===== src/rtl/fb_fill_engine_pkg.sv =====
// Shared definitions for the framebuffer fill engine: pattern modes and FSM state codes.
package fb_fill_engine_pkg;

  typedef enum logic [1:0] {
    MODE_SOLID   = 2'd0,
    MODE_CHECKER = 2'd1,
    MODE_HSTRIPE = 2'd2,
    MODE_VSTRIPE = 2'd3
  } fb_mode_e;

  localparam logic [1:0] ST_IDLE      = 2'd0;
  localparam logic [1:0] ST_REQ       = 2'd1;
  localparam logic [1:0] ST_WAIT      = 2'd2;
  localparam logic [1:0] ST_FRAME_END = 2'd3;

endpackage


===== src/rtl/fb_fill_engine_if.sv =====
// Frame RAM write port (port b): coordinates, pixel data and write/ready handshake.
interface fb_fill_engine_if #(
  parameter int X_W   = 9,
  parameter int Y_W   = 8,
  parameter int PIX_W = 1
);
  logic [X_W-1:0]   x_b;
  logic [Y_W-1:0]   y_b;
  logic [PIX_W-1:0] in_b;
  logic             write_b;
  logic             rdy_b;

  modport master (output x_b, output y_b, output in_b, output write_b, input rdy_b);
  modport slave  (input x_b, input y_b, input in_b, input write_b, output rdy_b);
endinterface


===== src/rtl/fb_fill_engine_pattern_gen.sv =====
// Combinational pixel pattern generator: picks color_a or color_b from coordinates, mode and phase.
module fb_pattern_gen
  import fb_fill_engine_pkg::*;
#(
  parameter int X_W       = 9,
  parameter int Y_W       = 8,
  parameter int PIX_W     = 1,
  parameter int CELL_LOG2 = 3
) (
  input  logic [X_W-1:0]   x,
  input  logic [Y_W-1:0]   y,
  input  fb_mode_e         mode,
  input  logic             phase,
  input  logic [PIX_W-1:0] color_a,
  input  logic [PIX_W-1:0] color_b,
  output logic [PIX_W-1:0] pix
);

  logic sel;
  // Only the cell-select bit of each coordinate matters.
  logic unused_coord_bits;
  assign unused_coord_bits = ^{x, y};

  always_comb begin
    sel = 1'b0;
    unique case (mode)
      MODE_SOLID:   sel = 1'b0;
      MODE_CHECKER: sel = x[CELL_LOG2] ^ y[CELL_LOG2];
      MODE_HSTRIPE: sel = y[CELL_LOG2];
      MODE_VSTRIPE: sel = x[CELL_LOG2];
    endcase
    pix = (sel ^ phase) ? color_b : color_a;
  end

endmodule


===== src/rtl/fb_fill_engine.sv =====
// Framebuffer sweep/fill engine: raster-order paced writes of a pattern into the frame RAM port b.
module fb_fill_engine
  import fb_fill_engine_pkg::*;
#(
  parameter int H_RES     = 320,
  parameter int V_RES     = 200,
  parameter int X_W       = 9,
  parameter int Y_W       = 8,
  parameter int PIX_W     = 1,
  parameter int PACE_W    = 16,
  parameter int CELL_LOG2 = 3
) (
  input  logic              clk,
  input  logic              rst_n,
  input  logic              start,
  input  logic              abort,
  input  logic              loop,
  input  logic [1:0]        mode,
  input  logic [PIX_W-1:0]  color_a,
  input  logic [PIX_W-1:0]  color_b,
  input  logic [PACE_W-1:0] pace,
  fb_fill_engine_if.master  wr,
  output logic              busy,
  output logic              done,
  output logic [15:0]       frame_cnt
);

  localparam logic [X_W-1:0] X_LAST = X_W'(H_RES - 1);
  localparam logic [Y_W-1:0] Y_LAST = Y_W'(V_RES - 1);

  logic [1:0]        state_q, state_d;
  logic [X_W-1:0]    x_q, x_d;
  logic [Y_W-1:0]    y_q, y_d;
  logic [PIX_W-1:0]  pix_q, pix_d;
  logic [PACE_W-1:0] pace_q, pace_d;
  logic [PACE_W-1:0] cnt_q, cnt_d;
  fb_mode_e          mode_q, mode_d;
  logic [PIX_W-1:0]  ca_q, ca_d, cb_q, cb_d;
  logic              phase_q, phase_d;
  logic              done_d;
  logic [15:0]       fcnt_d;
  logic              last_px;

  assign last_px = (x_q == X_LAST) && (y_q == Y_LAST);

  always_comb begin
    state_d = state_q;
    x_d     = x_q;
    y_d     = y_q;
    pace_d  = pace_q;
    cnt_d   = cnt_q;
    mode_d  = mode_q;
    ca_d    = ca_q;
    cb_d    = cb_q;
    phase_d = phase_q;
    done_d  = 1'b0;
    fcnt_d  = frame_cnt;

    if (abort) begin
      state_d = ST_IDLE;
      x_d     = '0;
      y_d     = '0;
    end else begin
      case (state_q)
        ST_IDLE: begin
          if (start) begin
            mode_d  = fb_mode_e'(mode);
            ca_d    = color_a;
            cb_d    = color_b;
            pace_d  = pace;
            phase_d = 1'b0;
            x_d     = '0;
            y_d     = '0;
            state_d = ST_REQ;
          end
        end
        ST_REQ: begin
          if (wr.rdy_b) begin
            if (last_px) begin
              x_d     = '0;
              y_d     = '0;
              state_d = ST_FRAME_END;
            end else begin
              if (x_q == X_LAST) begin
                x_d = '0;
                y_d = y_q + 1'b1;
              end else begin
                x_d = x_q + 1'b1;
              end
              if (pace_q != '0) begin
                cnt_d   = PACE_W'(1);
                state_d = ST_WAIT;
              end
            end
          end
        end
        ST_WAIT: begin
          if (cnt_q == pace_q) state_d = ST_REQ;
          else                 cnt_d   = cnt_q + 1'b1;
        end
        ST_FRAME_END: begin
          fcnt_d = frame_cnt + 1'b1;
          if (loop) begin
            phase_d = ~phase_q;
            if (pace_q != '0) begin
              cnt_d   = PACE_W'(1);
              state_d = ST_WAIT;
            end else begin
              state_d = ST_REQ;
            end
          end else begin
            done_d  = 1'b1;
            state_d = ST_IDLE;
          end
        end
        default: state_d = ST_IDLE;
      endcase
    end
  end

  // Pixel is computed from the next coordinates so in_b registers alongside x_b/y_b.
  fb_pattern_gen #(
    .X_W      (X_W),
    .Y_W      (Y_W),
    .PIX_W    (PIX_W),
    .CELL_LOG2(CELL_LOG2)
  ) u_pattern (
    .x      (x_d),
    .y      (y_d),
    .mode   (mode_d),
    .phase  (phase_d),
    .color_a(ca_d),
    .color_b(cb_d),
    .pix    (pix_d)
  );

  always_ff @(posedge clk) begin
    if (!rst_n) begin
      state_q   <= ST_IDLE;
      x_q       <= '0;
      y_q       <= '0;
      pix_q     <= '0;
      pace_q    <= '0;
      cnt_q     <= '0;
      mode_q    <= MODE_SOLID;
      ca_q      <= '0;
      cb_q      <= '0;
      phase_q   <= 1'b0;
      done      <= 1'b0;
      frame_cnt <= '0;
    end else begin
      state_q   <= state_d;
      x_q       <= x_d;
      y_q       <= y_d;
      pix_q     <= pix_d;
      pace_q    <= pace_d;
      cnt_q     <= cnt_d;
      mode_q    <= mode_d;
      ca_q      <= ca_d;
      cb_q      <= cb_d;
      phase_q   <= phase_d;
      done      <= done_d;
      frame_cnt <= fcnt_d;
    end
  end

  assign wr.x_b     = x_q;
  assign wr.y_b     = y_q;
  assign wr.in_b    = pix_q;
  assign wr.write_b = (state_q == ST_REQ);
  assign busy       = (state_q != ST_IDLE);

endmodule

===== src/flat_wrapper.sv =====
// flat-port wrapper written by rule: the top's interface ports become plain ports
module fb_fill_engine_flat import fb_fill_engine_pkg::*;
#(
  parameter int H_RES     = 320,
  parameter int V_RES     = 200,
  parameter int X_W       = 9,
  parameter int Y_W       = 8,
  parameter int PIX_W     = 1,
  parameter int PACE_W    = 16,
  parameter int CELL_LOG2 = 3
)
  (clk, rst_n, start, abort, loop, mode, color_a, color_b, pace, busy, done, frame_cnt, wr_x_b, wr_y_b, wr_in_b, wr_write_b, wr_rdy_b);
  fb_fill_engine_if #(.X_W(X_W), .Y_W(Y_W), .PIX_W(PIX_W)) wr_i ();
  input  logic clk;
  input  logic rst_n;
  input  logic start;
  input  logic abort;
  input  logic loop;
  input  logic [1:0] mode;
  input  logic [PIX_W-1:0] color_a;
  input  logic [PIX_W-1:0] color_b;
  input  logic [PACE_W-1:0] pace;
  output logic busy;
  output logic done;
  output logic [15:0] frame_cnt;
  output wire logic [$bits(wr_i.x_b)-1:0] wr_x_b;
  output wire logic [$bits(wr_i.y_b)-1:0] wr_y_b;
  output wire logic [$bits(wr_i.in_b)-1:0] wr_in_b;
  output wire logic [$bits(wr_i.write_b)-1:0] wr_write_b;
  input wire logic [$bits(wr_i.rdy_b)-1:0] wr_rdy_b;
  assign wr_x_b = wr_i.x_b;
  assign wr_y_b = wr_i.y_b;
  assign wr_in_b = wr_i.in_b;
  assign wr_write_b = wr_i.write_b;
  assign wr_i.rdy_b = wr_rdy_b;
  fb_fill_engine #(.H_RES(H_RES), .V_RES(V_RES), .X_W(X_W), .Y_W(Y_W), .PIX_W(PIX_W), .PACE_W(PACE_W), .CELL_LOG2(CELL_LOG2)) u_core (.clk(clk), .rst_n(rst_n), .start(start), .abort(abort), .loop(loop), .mode(mode), .color_a(color_a), .color_b(color_b), .pace(pace), .wr(wr_i), .busy(busy), .done(done), .frame_cnt(frame_cnt));
endmodule

===== config.mk =====
export PLATFORM = sky130hd
export DESIGN_NAME = fb_fill_engine_flat
export DESIGN_NICKNAME = d
export VERILOG_FILES = /design/src/rtl/fb_fill_engine_pkg.sv /design/src/rtl/fb_fill_engine_if.sv /design/src/rtl/fb_fill_engine_pattern_gen.sv /design/src/rtl/fb_fill_engine.sv /design/src/flat_wrapper.sv
export SDC_FILE = /design/constraint.sdc
export NUM_CORES = 1
export LEC_CHECK = 0
export CAP_MARGIN = 20
export CORE_MARGIN = 2
export CORE_UTILIZATION = 54
export CTS_CLUSTER_DIAMETER = 100
export DETAILED_ROUTE_END_ITERATION = 8
export HOLD_SLACK_MARGIN = 0.12
export PLACE_DENSITY = 0.78
export SLEW_MARGIN = 25
export SYNTH_ARGS = -nofsm -noshare
export SYNTH_HDL_FRONTEND = slang
export SYNTH_HIERARCHICAL = 1
export SYNTH_SLANG_ARGS = --single-unit

===== constraint.sdc =====
create_clock -name clk -period 3.5 [get_ports clk]
set_input_delay 0.7 -clock clk [delete_from_list [all_inputs] [get_ports clk]]
set_output_delay 0.7 -clock clk [all_outputs]
set_load 0.005 [all_outputs]

==> results of run 1 <==
[critical path, delay by kind of cell]
kind / cells / cell delay [ps]
AND/OR/NAND/NOR: 5 / 1040
multiplexers: 2 / 620
AO/OA/AOI/OAI: 3 / 530
buffers and inverters: 1 / 490
XOR/XNOR: 1 / 180
[state kept, by name (all words and copies together) (netlist names), 2 cells and up]
register	cells
u_core/mode_q	2
u_core/wr.x_b	9
u_core/state_q	2
u_core/wr.y_b	8
u_core/frame_cnt	16
u_core/pace_q	16
u_core/cnt_q	16
[what timing repair did]
item	in CTS	in global routing
resized for setup	0	1
buffers inserted	0	0
setup endpoints to repair	0	1
[report_power, final]
| part | switching [mW] | leakage (nW) | internal, mW | total (mW) |
|---|---|---|---|---|
| registers | 0.0169 | 0.598 | 0.858 | 0.875 |
| clock network | 0.363 | 0.0988 | 0.342 | 0.704 |
| logic | 0.129 | 0.985 | 0.0937 | 0.223 |
| total | 0.508 | 1.68 | 1.29 | 1.80 |
[final cells by class]
type / instances / area share
clock buffer: 9 / 0.0258
inverter: 11 / 0.00861
sequential: 74 / 0.309
timing repair buffer: 77 / 0.153
clock inverter: 7 / 0.0172
multi-input combinational: 366 / 0.461
tap: 96 / 0.0251
[per-layer routing]
layer / GRT usage / part of all wire / vias up / wire length, µm
li1: - / - / 1810 / -
met1: 0.359 / 0.47 / 1771 / 4510
met2: 0.390 / 0.46 / 119 / 4370
met3: 0.0728 / 0.065 / 12 / 626
met4: 0.0537 / 0.0090 / 0 / 86
met5: 0 / 0 / - / 0
[worst max-delay path by stage]
| stage | start | to | slack, ps | cells past startpoint |
|---|---|---|---|---|
| final | wr_rdy_b | u_core/wr.in_b | 190 | 12 |
| after CTS | wr_rdy_b | u_core/wr.in_b | 200 | 12 |
| after global routing | wr_rdy_b | u_core/wr.in_b | 3 | 12 |
| after floorplan | wr_rdy_b | u_core/wr.in_b | 390 | 12 |
| after detailed placement | wr_rdy_b | u_core/wr.in_b | -150 | 12 |
| after global placement | wr_rdy_b | u_core/wr.in_b | -100 | 12 |
[cell usage in the layout (no fill, tap or decap), drive strengths merged, types with 4 or more instances in the layout]
cell / count
nand3: 17
a31oi: 6
clkdlybuf4s50: 62
dfxtp: 74
nor4: 7
inv: 15
nor2: 49
nor3: 10
xnor2: 31
nand2: 76
a22oi: 9
ha: 8
or3: 7
xor2: 10
clkbuf: 9
buf: 15
nor2b: 4
nand4: 18
a211oi: 9
nand2b: 6
a21oi: 35
o21ai: 17
and4: 5
==> results.cfg, run 1 <==
[worst_setup_path]
worst_reg2reg_setup_slack_ps = 270
critical_path_source_type = input pin
timing_worst_setup_path_type = input pin to flip-flop
slowest_delay_ps = 560
kind_of_capture_point_of_the_worst_setup_path = flip-flop
crit_path_top_delay_cell = sky130_fd_sc_hd__or4_4
worst_r2r_startpoint = u_core/wr.x_b[1]
path_max_fanout = 4
reg2reg_depth = 12
timing.critical_path.required_ps = 3750
cp_data_arrival_time_ps = 3570
reg2reg_to = u_core/wr.in_b
cp_cell_sequence = clkdlybuf4s50_1, nand3_2, or4_4, nor2_8, o21ai_0, a21oi_1, nor2_1, mux2_4, a221oi_2, xor2_1, mux2_1, and2_1

[floorplan]
floorplan.initialDensity = 0.561
fp-row-count = 30
core_area_um2 = 6830
chipHeight_um = 88.3
die_width_um = 88.3
num_io_pins = 63
fp.dieArea_um2 = 7790

[synth]
syn_avg_cell_area_um2 = 8.09
synth_warnings = 6
postSynthNetCount = 508
syn_inst = 474
synth.cell_area_um2 = 3830

[final_layout]
final_core_util = 0.702
multi_input_comb_area_um2 = 2210
finalInstanceArea_um2 = 4790
final_layout_size_suffix_gt1_frac = 0.0827
fin_cells = 640
fillers = 577
antennaDiodeCount = 0
area.growth.synth_to_final_pct = 25.1
area.sequential_um2 = 1480
num-nets-final = 573

[grt]
wire_length_of_the_first_global_routing_pass_mm = 15.6
groute.usage.overall = 0.254
grt_start_max_net_pins = 47
via_count_of_the_first_global_routing_pass = 3175
gr-total-overflow = 0
grt_antenna_before_repair = 0

[cts]
clock_sink_count = 74
clk_pin_slew_ps = 80
cts_hold_buffers = 0
tritoncts.num_buffers = 9
tritoncts_clock_tree = built
max-clock-path-buffers = 2
root_buffer = sky130_fd_sc_hd__clkbuf_8
h_tree_levels = 3
insertion_delay_ps = 360

[sta]
fin_worst_skew_ps = 11.9
slew-limit-headroom = 0.482
max_slew.worst_pin.slew_ps = 776
fin_crit_sh = 0.947
final.setup.tns_ps = 0
final.min_clock_period_ps = 3310
finalHoldWorstSlack_ps = 465
achievable-frequency_mhz = 302
slew_viol_final = 0
finalWorstSetupSlack_ps = 185
hold_violations = 0
final_setup_violation_count = 0
grt_setup_unrepaired = no

[routing]
post-route-drc-count = 0
ant_nets = 0
detailedRoute.firstIterationViolations = 219
route.vias.total = 3712
routed_via_density = 5.80
wl_mm = 9.59
drt-wirelength-per-cell_um = 15.0
drt_pass1_iterations = 5

[place]
place_ws_ps = -148
placedCellCount = 624
placed_cell_area_um2 = 4590
place.detailed.hpwl_mm = 6.83
place.port_buffers = 62
globalplace.congestion = 0.943

[run]
max_cap_viol_count = 0

[pwr]
power_density_nw_per_um2 = 376
leakagePower_nw = 1.68
total_power_mw = 1.80
peakVddDrop_mv = 0.305

[outcome]
run_status = completed

[min_path]
hold_path.class = flip-flop to flip-flop
hold_start = u_core/cb_q
hold_path_depth = 2
hold-path-endpoint = u_core/cb_q
Note: power is estimated with default switching activity, not from simulation.
==> run 2, diff against run 1 <==
CELL_PAD_IN_SITES_DETAIL_PLACEMENT = 1   (was default)
CELL_PAD_IN_SITES_GLOBAL_PLACEMENT = 1   (was default)
CORE_UTILIZATION = 39   (was 54)
PLACE_DENSITY = 0.76   (was 0.78)
==> results.cfg, run 2 (synthesis gave the netlist of run 1 again) <==
[worst_setup_path]
timing_worst_setup_path_type = flip-flop to flip-flop
cp.buffers_inverters = 0
worst_reg2reg_setup_slack_ps = 150
reg2reg_to = u_core/wr.in_b
timing.critical_path.required_ps = 3760
kind_of_capture_point_of_the_worst_setup_path = flip-flop
critical_path_source_type = flip-flop
crit_path_top_delay_cell = sky130_fd_sc_hd__dfxtp_1
cp_cell_sequence = ha_1, and4b_1, nand4_1, o21ai_1, o21ai_0, a21oi_1, nor2_2, mux2_4, a221oi_4, xor2_1, mux2_1, and2_1
path_max_fanout = 6
slowest_delay_ps = 420
worst_r2r_startpoint = u_core/wr.x_b[0]
cp_data_arrival_time_ps = 3600
cp_top_family = compound AO/OA/AOI/OAI gates
reg2reg_depth = 12

[grt]
grt_start_max_net_pins = 45
wire_length_of_the_first_global_routing_pass_mm = 17.8
grt_antenna_before_repair = 0
via_count_of_the_first_global_routing_pass = 3622
groute.usage.overall = 0.212
gr-total-overflow = 0

[cts]
cts_hold_buffers = 0
clk_pin_slew_ps = 80
insertion_delay_ps = 360
h_tree_levels = 3
clock_sink_count = 74
tritoncts_clock_tree = built
max-clock-path-buffers = 2
root_buffer = sky130_fd_sc_hd__clkbuf_8
tritoncts.num_buffers = 9

[floorplan]
floorplan.initialDensity = 0.398
fp-row-count = 36
num_io_pins = 63
fp.dieArea_um2 = 10600
die_width_um = 103
core_area_um2 = 9640
chipHeight_um = 103

[final_layout]
layout.cells.most_common = sky130_fd_sc_hd__nand2_1
final_layout_size_suffix_gt1_frac = 0.0897
antennaDiodeCount = 0
fillers = 1203
fin_cells = 679
mostFrequentLayoutCells = 76 x sky130_fd_sc_hd__nand2_1, 74 x sky130_fd_sc_hd__dfxtp_1, 61 x sky130_fd_sc_hd__clkdlybuf4s50_1
area.sequential_um2 = 1480
multi_input_comb_area_um2 = 2240
final_core_util = 0.506
num-nets-final = 576
area.growth.synth_to_final_pct = 27.3
largest_registers = u_core/cnt_q: 16 flops, u_core/frame_cnt: 16 flops, u_core/pace_q: 16 flops

[place]
place.port_buffers = 62
globalplace.congestion = 0.854
place.detailed.hpwl_mm = 7.95
placedCellCount = 663

[sta]
max_slew.worst_pin.slew_ps = 666
final.min_clock_period_ps = 3350
fin_worst_skew_ps = 10.8
slew_viol_final = 0
achievable-frequency_mhz = 299
fin_crit_sh = 0.956
grt_setup_unrepaired = no
hold_violations = 0
final_setup_violation_count = 0
slew-limit-headroom = 0.556

[pwr]
power_density_nw_per_um2 = 364
leakagePower_nw = 1.70
peakVddDrop_mv = 0.205

[routing]
drt_pass1_iterations = 4
detailedRoute.firstIterationViolations = 130
ant_nets = 0
routed_via_density = 5.37
post-route-drc-count = 0
drt-wirelength-per-cell_um = 16.5
wl_mm = 11.2
route.vias.total = 3644

[min_path]
hold-path-endpoint = u_core/ca_q
hold_start = u_core/ca_q
hold_path_depth = 2
hold_path.class = flip-flop to flip-flop

[outcome]
run_status = completed

[run]
max_cap_viol_count = 0
run 2: area by class of cell:
class | count | share of cell area
Clock buffer | 9 | 0.0254
Timing Repair Buffer | 80 | 0.155
Tap cell | 133 | 0.0341
Multi-Input combinational cell | 366 | 0.459
Sequential cell | 74 | 0.304
Clock inverter | 6 | 0.0138
Inverter | 11 | 0.00846
run 2: worst register-to-register path, stage by stage (launching register included):
cell                       delay [ps]
sky130_fd_sc_hd__dfxtp_1          420
sky130_fd_sc_hd__ha_1             270
sky130_fd_sc_hd__and4b_1          340
sky130_fd_sc_hd__nand4_1          150
sky130_fd_sc_hd__o21ai_1          270
sky130_fd_sc_hd__o21ai_0          150
sky130_fd_sc_hd__a21oi_1          260
sky130_fd_sc_hd__nor2_2            90
sky130_fd_sc_hd__mux2_4           300
sky130_fd_sc_hd__a221oi_4         270
sky130_fd_sc_hd__xor2_1           240
sky130_fd_sc_hd__mux2_1           340
sky130_fd_sc_hd__and2_1           150
run 2: worst max path at each step:
stage	startpoint	endpoint	slack (ps)	cells past startpoint
2_1_floorplan	wr_rdy_b	u_core/wr.in_b	390	12
3_3_place_gp	wr_rdy_b	u_core/wr.in_b	-140	12
3_5_place_dp	wr_rdy_b	u_core/wr.in_b	-290	12
4_1_cts	wr_rdy_b	u_core/wr.in_b	50	12
5_1_grt	u_core/wr.x_b[0]	u_core/wr.in_b	40	12
6_report	u_core/wr.x_b[0]	u_core/wr.in_b	150	12
run 2: per-layer routing:
layer,share of wire,global-route usage
met1,0.49,0.289
met2,0.46,0.331
met3,0.041,0.0407
met4,0.015,0.0800
met5,0,0
run 2: through the flow:
stage / setup TNS (ps) / instance area (µm²) / hold slack [ps] / setup WS, ps / total power [mW]
6_report: 0 / 4880 / 469 / 153 / 1.78
5_1_grt: 0 / 4880 / 518 / 37.3 / 1.85
4_1_cts: 0 / 4840 / 478 / 50.4 / 1.79
3_5_place_dp: -291 / 4650 / 465 / -291 / 1.12
3_3_place_gp: -141 / 4650 / 453 / -141 / 1.11
2_1_floorplan: 0 / 3830 / 444 / 394 / 1.02
run 2: report_power, final:
group | internal (mW) | leakage (nW) | total [mW] | switching, mW
Clock | 0.328 | 0.0917 | 0.670 | 0.342
Combinational | 0.0960 | 1.01 | 0.231 | 0.135
Sequential | 0.858 | 0.598 | 0.874 | 0.0162
run 2: repair_timing:
action | CTS | global route
gates resized for setup | 0 | 6
setup buffers | 0 | 1
endpoints found under the setup margin | 0 | 1
